`src/rtl/imem_boot_loader.sv`:
```
// Boot loader: receives a length-prefixed little-endian byte stream and writes it into imem while holding the CPU in reset.
// Optional NOP fill of the unused words is enabled by defining IMEM_BOOT_NOP_FILL_EN.
module imem_boot_loader #(
  parameter int          DEPTH    = 70,
  parameter int          ADDR_W   = 7,
  parameter logic [31:0] NOP_WORD = 32'h00000013
) (
  input  logic              clk,
  input  logic              rst,
  input  logic              in_valid,
  input  logic [7:0]        in_data,
  output logic              in_ready,
  output logic              imem_we,
  output logic [ADDR_W-1:0] imem_addr,
  output logic [31:0]       imem_wdata,
  output logic              cpu_rst,
  output logic              done,
  output logic              error
);

  localparam int IDX_W = ADDR_W + 1;
  localparam logic [15:0] DEPTH_CNT = 16'(DEPTH);

  localparam logic [2:0] ST_LEN_LO = 3'd0;
  localparam logic [2:0] ST_LEN_HI = 3'd1;
  localparam logic [2:0] ST_DATA   = 3'd2;
`ifdef IMEM_BOOT_NOP_FILL_EN
  localparam logic [2:0] ST_FILL   = 3'd3;
  localparam logic [IDX_W-1:0] DEPTH_IDX = IDX_W'(DEPTH);
`endif
  localparam logic [2:0] ST_DONE   = 3'd4;
  localparam logic [2:0] ST_ERR    = 3'd5;

  // Parameter sanity: the address must reach every word and the fill word must be a 32-bit RISC-V encoding.
  if (DEPTH > (1 << ADDR_W)) begin : g_addr_too_narrow
    $error("imem_boot_loader: ADDR_W too small for DEPTH");
  end
  if (NOP_WORD[1:0] != 2'b11) begin : g_bad_nop
    $error("imem_boot_loader: NOP_WORD is not a 32-bit instruction");
  end

  logic [2:0]       state_r;
  logic [2:0]       next_state_s;
  logic [15:0]      count_r;
  logic [15:0]      full_count_s;
  logic [IDX_W-1:0] word_idx_r;
  logic [IDX_W-1:0] word_next_s;
  logic [1:0]       byte_idx_r;
  logic [23:0]      asm_r;
  logic             take_s;
  logic             last_word_s;

  // Next-state decode; word_next_s is the index after the one being written.
  always_comb begin
    take_s       = in_valid && in_ready;
    full_count_s = {in_data, count_r[7:0]};
    word_next_s  = word_idx_r + IDX_W'(1);
    last_word_s  = (16'(word_next_s) == count_r);
    next_state_s = state_r;
    case (state_r)
      ST_LEN_LO: begin
        if (take_s) begin
          next_state_s = ST_LEN_HI;
        end else begin
          next_state_s = ST_LEN_LO;
        end
      end
      ST_LEN_HI: begin
        if (!take_s) begin
          next_state_s = ST_LEN_HI;
        end else if (full_count_s > DEPTH_CNT) begin
          next_state_s = ST_ERR;
        end else if (full_count_s == 16'd0) begin
`ifdef IMEM_BOOT_NOP_FILL_EN
          next_state_s = ST_FILL;
`else
          next_state_s = ST_DONE;
`endif
        end else begin
          next_state_s = ST_DATA;
        end
      end
      ST_DATA: begin
        if (take_s && (byte_idx_r == 2'd3) && last_word_s) begin
`ifdef IMEM_BOOT_NOP_FILL_EN
          // FILL is skipped when nothing is left to pad, so done still follows the last write by one cycle.
          if (word_next_s < DEPTH_IDX) begin
            next_state_s = ST_FILL;
          end else begin
            next_state_s = ST_DONE;
          end
`else
          next_state_s = ST_DONE;
`endif
        end else begin
          next_state_s = ST_DATA;
        end
      end
`ifdef IMEM_BOOT_NOP_FILL_EN
      ST_FILL: begin
        if (word_next_s == DEPTH_IDX) begin
          next_state_s = ST_DONE;
        end else begin
          next_state_s = ST_FILL;
        end
      end
`endif
      ST_DONE: next_state_s = ST_DONE;
      ST_ERR:  next_state_s = ST_ERR;
      default: next_state_s = ST_LEN_LO;
    endcase
  end

  // State, byte assembly, imem write port and status outputs.
  always_ff @(posedge clk or posedge rst) begin
    if (rst) begin
      state_r    <= ST_LEN_LO;
      count_r    <= 16'd0;
      word_idx_r <= '0;
      byte_idx_r <= 2'd0;
      asm_r      <= 24'd0;
      in_ready   <= 1'b0;
      imem_we    <= 1'b0;
      imem_addr  <= '0;
      imem_wdata <= 32'd0;
      cpu_rst    <= 1'b1;
      done       <= 1'b0;
      error      <= 1'b0;
    end else begin
      state_r  <= next_state_s;
      in_ready <= (next_state_s == ST_LEN_LO) || (next_state_s == ST_LEN_HI) ||
                  (next_state_s == ST_DATA);
      imem_we  <= 1'b0;
      case (state_r)
        ST_LEN_LO: begin
          if (take_s) begin
            count_r[7:0] <= in_data;
          end
        end
        ST_LEN_HI: begin
          if (take_s) begin
            count_r[15:8] <= in_data;
            word_idx_r    <= '0;
            byte_idx_r    <= 2'd0;
            if (full_count_s > DEPTH_CNT) begin
              error <= 1'b1;
            end
          end
        end
        ST_DATA: begin
          if (take_s) begin
            byte_idx_r <= byte_idx_r + 2'd1;
            case (byte_idx_r)
              2'd0: asm_r[7:0]   <= in_data;
              2'd1: asm_r[15:8]  <= in_data;
              2'd2: asm_r[23:16] <= in_data;
              default: begin
                imem_we    <= 1'b1;
                imem_addr  <= word_idx_r[ADDR_W-1:0];
                imem_wdata <= {in_data, asm_r};
                word_idx_r <= word_next_s;
              end
            endcase
          end
        end
`ifdef IMEM_BOOT_NOP_FILL_EN
        ST_FILL: begin
          imem_we    <= 1'b1;
          imem_addr  <= word_idx_r[ADDR_W-1:0];
          imem_wdata <= NOP_WORD;
          word_idx_r <= word_next_s;
        end
`endif
        ST_DONE: begin
          done    <= 1'b1;
          cpu_rst <= 1'b0;
        end
        ST_ERR: begin
          error   <= 1'b1;
          cpu_rst <= 1'b1;
        end
        default: begin
          cpu_rst <= 1'b1;
        end
      endcase
    end
  end

endmodule

```
`config.mk`:
```
export PLATFORM = sky130hd
export DESIGN_NAME = imem_boot_loader
export DESIGN_NICKNAME = d
export VERILOG_FILES = /design/src/rtl/imem_boot_loader.sv
export SDC_FILE = /design/constraint.sdc
export NUM_CORES = 1
export LEC_CHECK = 0
export BUFFER_PORTS_ARGS = -buffer_cell sky130_fd_sc_hd__buf_4
export CAP_MARGIN = 20
export CORE_ASPECT_RATIO = 0.9
export CORE_MARGIN = 1.5
export CORE_UTILIZATION = 30
export CTS_BUF_LIST = sky130_fd_sc_hd__clkbuf_4
export CTS_CLUSTER_SIZE = 10
export DETAILED_ROUTE_END_ITERATION = 6
export PLACE_DENSITY = 0.44
export SLEW_MARGIN = 20
export SYNTH_ARGS = -nofsm -noshare
export SYNTH_HDL_FRONTEND = slang
export SYNTH_SLANG_ARGS = --single-unit
```
`constraint.sdc`:
```
create_clock -name clk -period 6.6 [get_ports clk]
set_clock_uncertainty 0.15 [all_clocks]
set_input_delay 0.99 -clock clk [delete_from_list [all_inputs] [get_ports clk]]
set_output_delay 0.99 -clock clk [all_outputs]
set_load 0.05 [all_outputs]
```
==> impl_metrics.tcl <==
set metrics [dict create \
    max-vdd-ir-drop_mv 0.1182 \
    synth-seq-cells 97 \
    met1_usage_pct 20.45 \
    post_cts_resized 0 \
    use_met3_pct 4.907 \
    clk_latency_ns 0.47 \
    n_antenna_cell 0 \
    grt_busiest_layer "met2" \
    r2r_slack_ns 3.97 \
    drive_above_1_share_pct 27.07 \
    r2r_end "in_ready" \
    setup-tns-final_ns 0 \
    drtIter0Drc 144 \
    leakage_uw 0.002523 \
    worstSetupPathType "reg -> reg" \
    multiInputGateArea_sq_um 1614 \
    status "finished, final reports clean" \
    drc 0 \
    cp-start-kind "flip-flop" \
    cts_buffer_depth 2 \
    syn-cell-area_sq_um 4140 \
    crit_required_ns 6.81 \
    grt_pass1_vias 2863 \
    maxSlewViolCount 0 \
    cts_tree "built" \
    rows 40 \
    grt_usage_pct 14.35 \
    grt_max_degree 70 \
    final_antenna_net_count 0 \
    rr_startpoint "word_idx_r[0]" \
    postSynthAreaPerCell_sq_um 10.64 \
    portBuffers 54 \
    coreArea_sq_um 13410 \
    numCtsBuffers 9 \
    synth_top_area_cell "dfrtp_1" \
    yosys_warnings 0 \
    synth_edf_count 0 \
    grt_pass1_wl_microns 15840 \
    synth_common_cells "nand2_1 (133), dfrtp_1 (96), mux2_2 (41)" \
    vias 2913 \
    ys.flop_type "dfrtp_1" \
    fin_crit_ns 2.625 \
    final_nets 459 \
    die_w_microns 126.8 \
    synth_most_common_cell "nand2_1" \
    finalCritPeriodShare_pct 39.77 \
    root_buffer "clkbuf_4" \
    fillers 1403 \
    rsz0062_at_grt "no" \
    final_hold_viol_count 0 \
    vias_per_cell 4.737 \
    finalWirelength_microns 9686 \
    cts.sinks 97 \
    start_util_pct 30.87 \
    end_kind "flip-flop" \
    htreeDepth 3 \
    p_per_area_nw_per_um2 188.0 \
    hold_buffers 0 \
    final_cell_area_sq_um 4820 \
    dpl_cell_area_sq_um 4706 \
    path_clk_slew_ns 0.15 \
    cap_violations 0 \
    antenna_found_initial 0 \
    dpl.hpwl_microns 6354 \
    relSlewSlack_pct 40.43 \
    die-area_sq_um 14520 \
    cts_setup_buffers 0 \
    hp-class "in -> async" \
    grt.overflow.total 0 \
    synthArstFlopShare_pct 100.0 \
    path_max_fanout 8 \
    area_delta_synth_final_pct 16.41 \
    first_pass_iters 4 \
    max_slew.worst_pin.slew_ns 0.8936 \
    postSynthCellCount 389 \
    seq_area_sq_um 2429 \
    clock.fmax_mhz 380.9 \
    use_met2_pct 20.65 \
    yosys-top-cells-area "dfrtp_1 (58%), nand2_1 (12%), mux2_2 (11%)" \
    seq_area_frac_synth_pct 58.66 \
    fp.dieH_microns 114.5 \
    synth_fp_nets 406 \
    finalSetupViolCount 0 \
    routedWlPerCell_microns 15.75 \
    synth_top_area_share_pct 58.02 \
    ys_types 43 \
    pin_count 55 \
    gp_congestion 0.7150 \
    reg2regPathDepth 7 \
    worstPathArrival_ns 2.83 \
]
[power breakdown]
part / switching (uW) / leakage, uW / internal (uW)
sequential: 0 / 0.00134 / 594
clock: 201 / 0.0000670 / 85.6
combinational: 20.1 / 0.00111 / 4.99
[per-layer routing]
metal  share of wire (%)  wire (microns)
met5                   0               0
met2                  42            4105
met4                 1.0             100
met3                 5.0             482
met1                  52            4998
[layout make-up]
cell class	count	share of cell area, %
Clock buffer	11	1.713
Clock inverter	5	0.6490
Inverter	6	0.5192
Multi-Input combinational cell	271	33.49
Sequential cell	97	50.39
Tap cell	168	4.361
Timing Repair Buffer	57	8.879
[worst max-delay path: stages, from the launching register on]
cell and delay, ns:
dfrtp_1 0.51, ha_1 0.35, and3_4 0.22, and3_4 0.19, xor2_1 0.15, a2111oi_2 0.45
nand4_1 0.19, a32o_2 0.31
[logic make-up after synthesis]
| logic type | Yosys count | synth area share (%) |
|---|---|---|
| flops | 97 | 58.66 |
| compound gates | 35 | 5.440 |
| buf+inv | 21 | 2.357 |
| fa+ha+maj | 6 | 1.813 |
| xor+xnor | 9 | 1.904 |
| simple gates | 180 | 18.68 |
| mux | 41 | 11.15 |
[state kept, by name, indices dropped and copies added, names as in the netlist]
signal      cells
count_r        16
asm_r          24
error           1
state_r         3
cpu_rst         1
imem_we         1
imem_addr       7
byte_idx_r      2
word_idx_r      8
imem_wdata     32
done            1
in_ready        1
[through the flow]
stage	hold slack [ns]	instances	utilization (%)	power [uW]	setup WS, ns
after floorplan	0.2831	389	-	615.0	2.928
after global placement	0.2993	599	35.08	631.9	3.624
after detailed placement	0.3004	599	35.08	632.3	3.579
after CTS	0.2982	615	35.93	926.8	3.970
after global routing	0.2966	615	35.93	949.0	3.731
final	0.3294	615	35.93	906.2	3.975
[layout by cell type, fill, tap and decap left out, types with 6 or more instances in the layout]
cell type	instances
buf_4	57
clkbuf_4	11
dfrtp_1	96
ha_1	6
mux2_2	41
nand2_1	133
nand3_1	6
nor2_1	13
o21ai_0	18
xnor2_1	8
[worst max path at each step]
stage	slack, ns	start	endpoint
floorplan	2.93	rst	asm_r[0]
global placement	3.62	in_valid	word_idx_r[2]
detailed placement	3.58	in_valid	word_idx_r[2]
CTS	3.97	word_idx_r[0]	in_ready
global route	3.73	word_idx_r[0]	in_ready
finish	3.97	word_idx_r[0]	in_ready
Note: power is estimated with default switching activity, not from simulation.
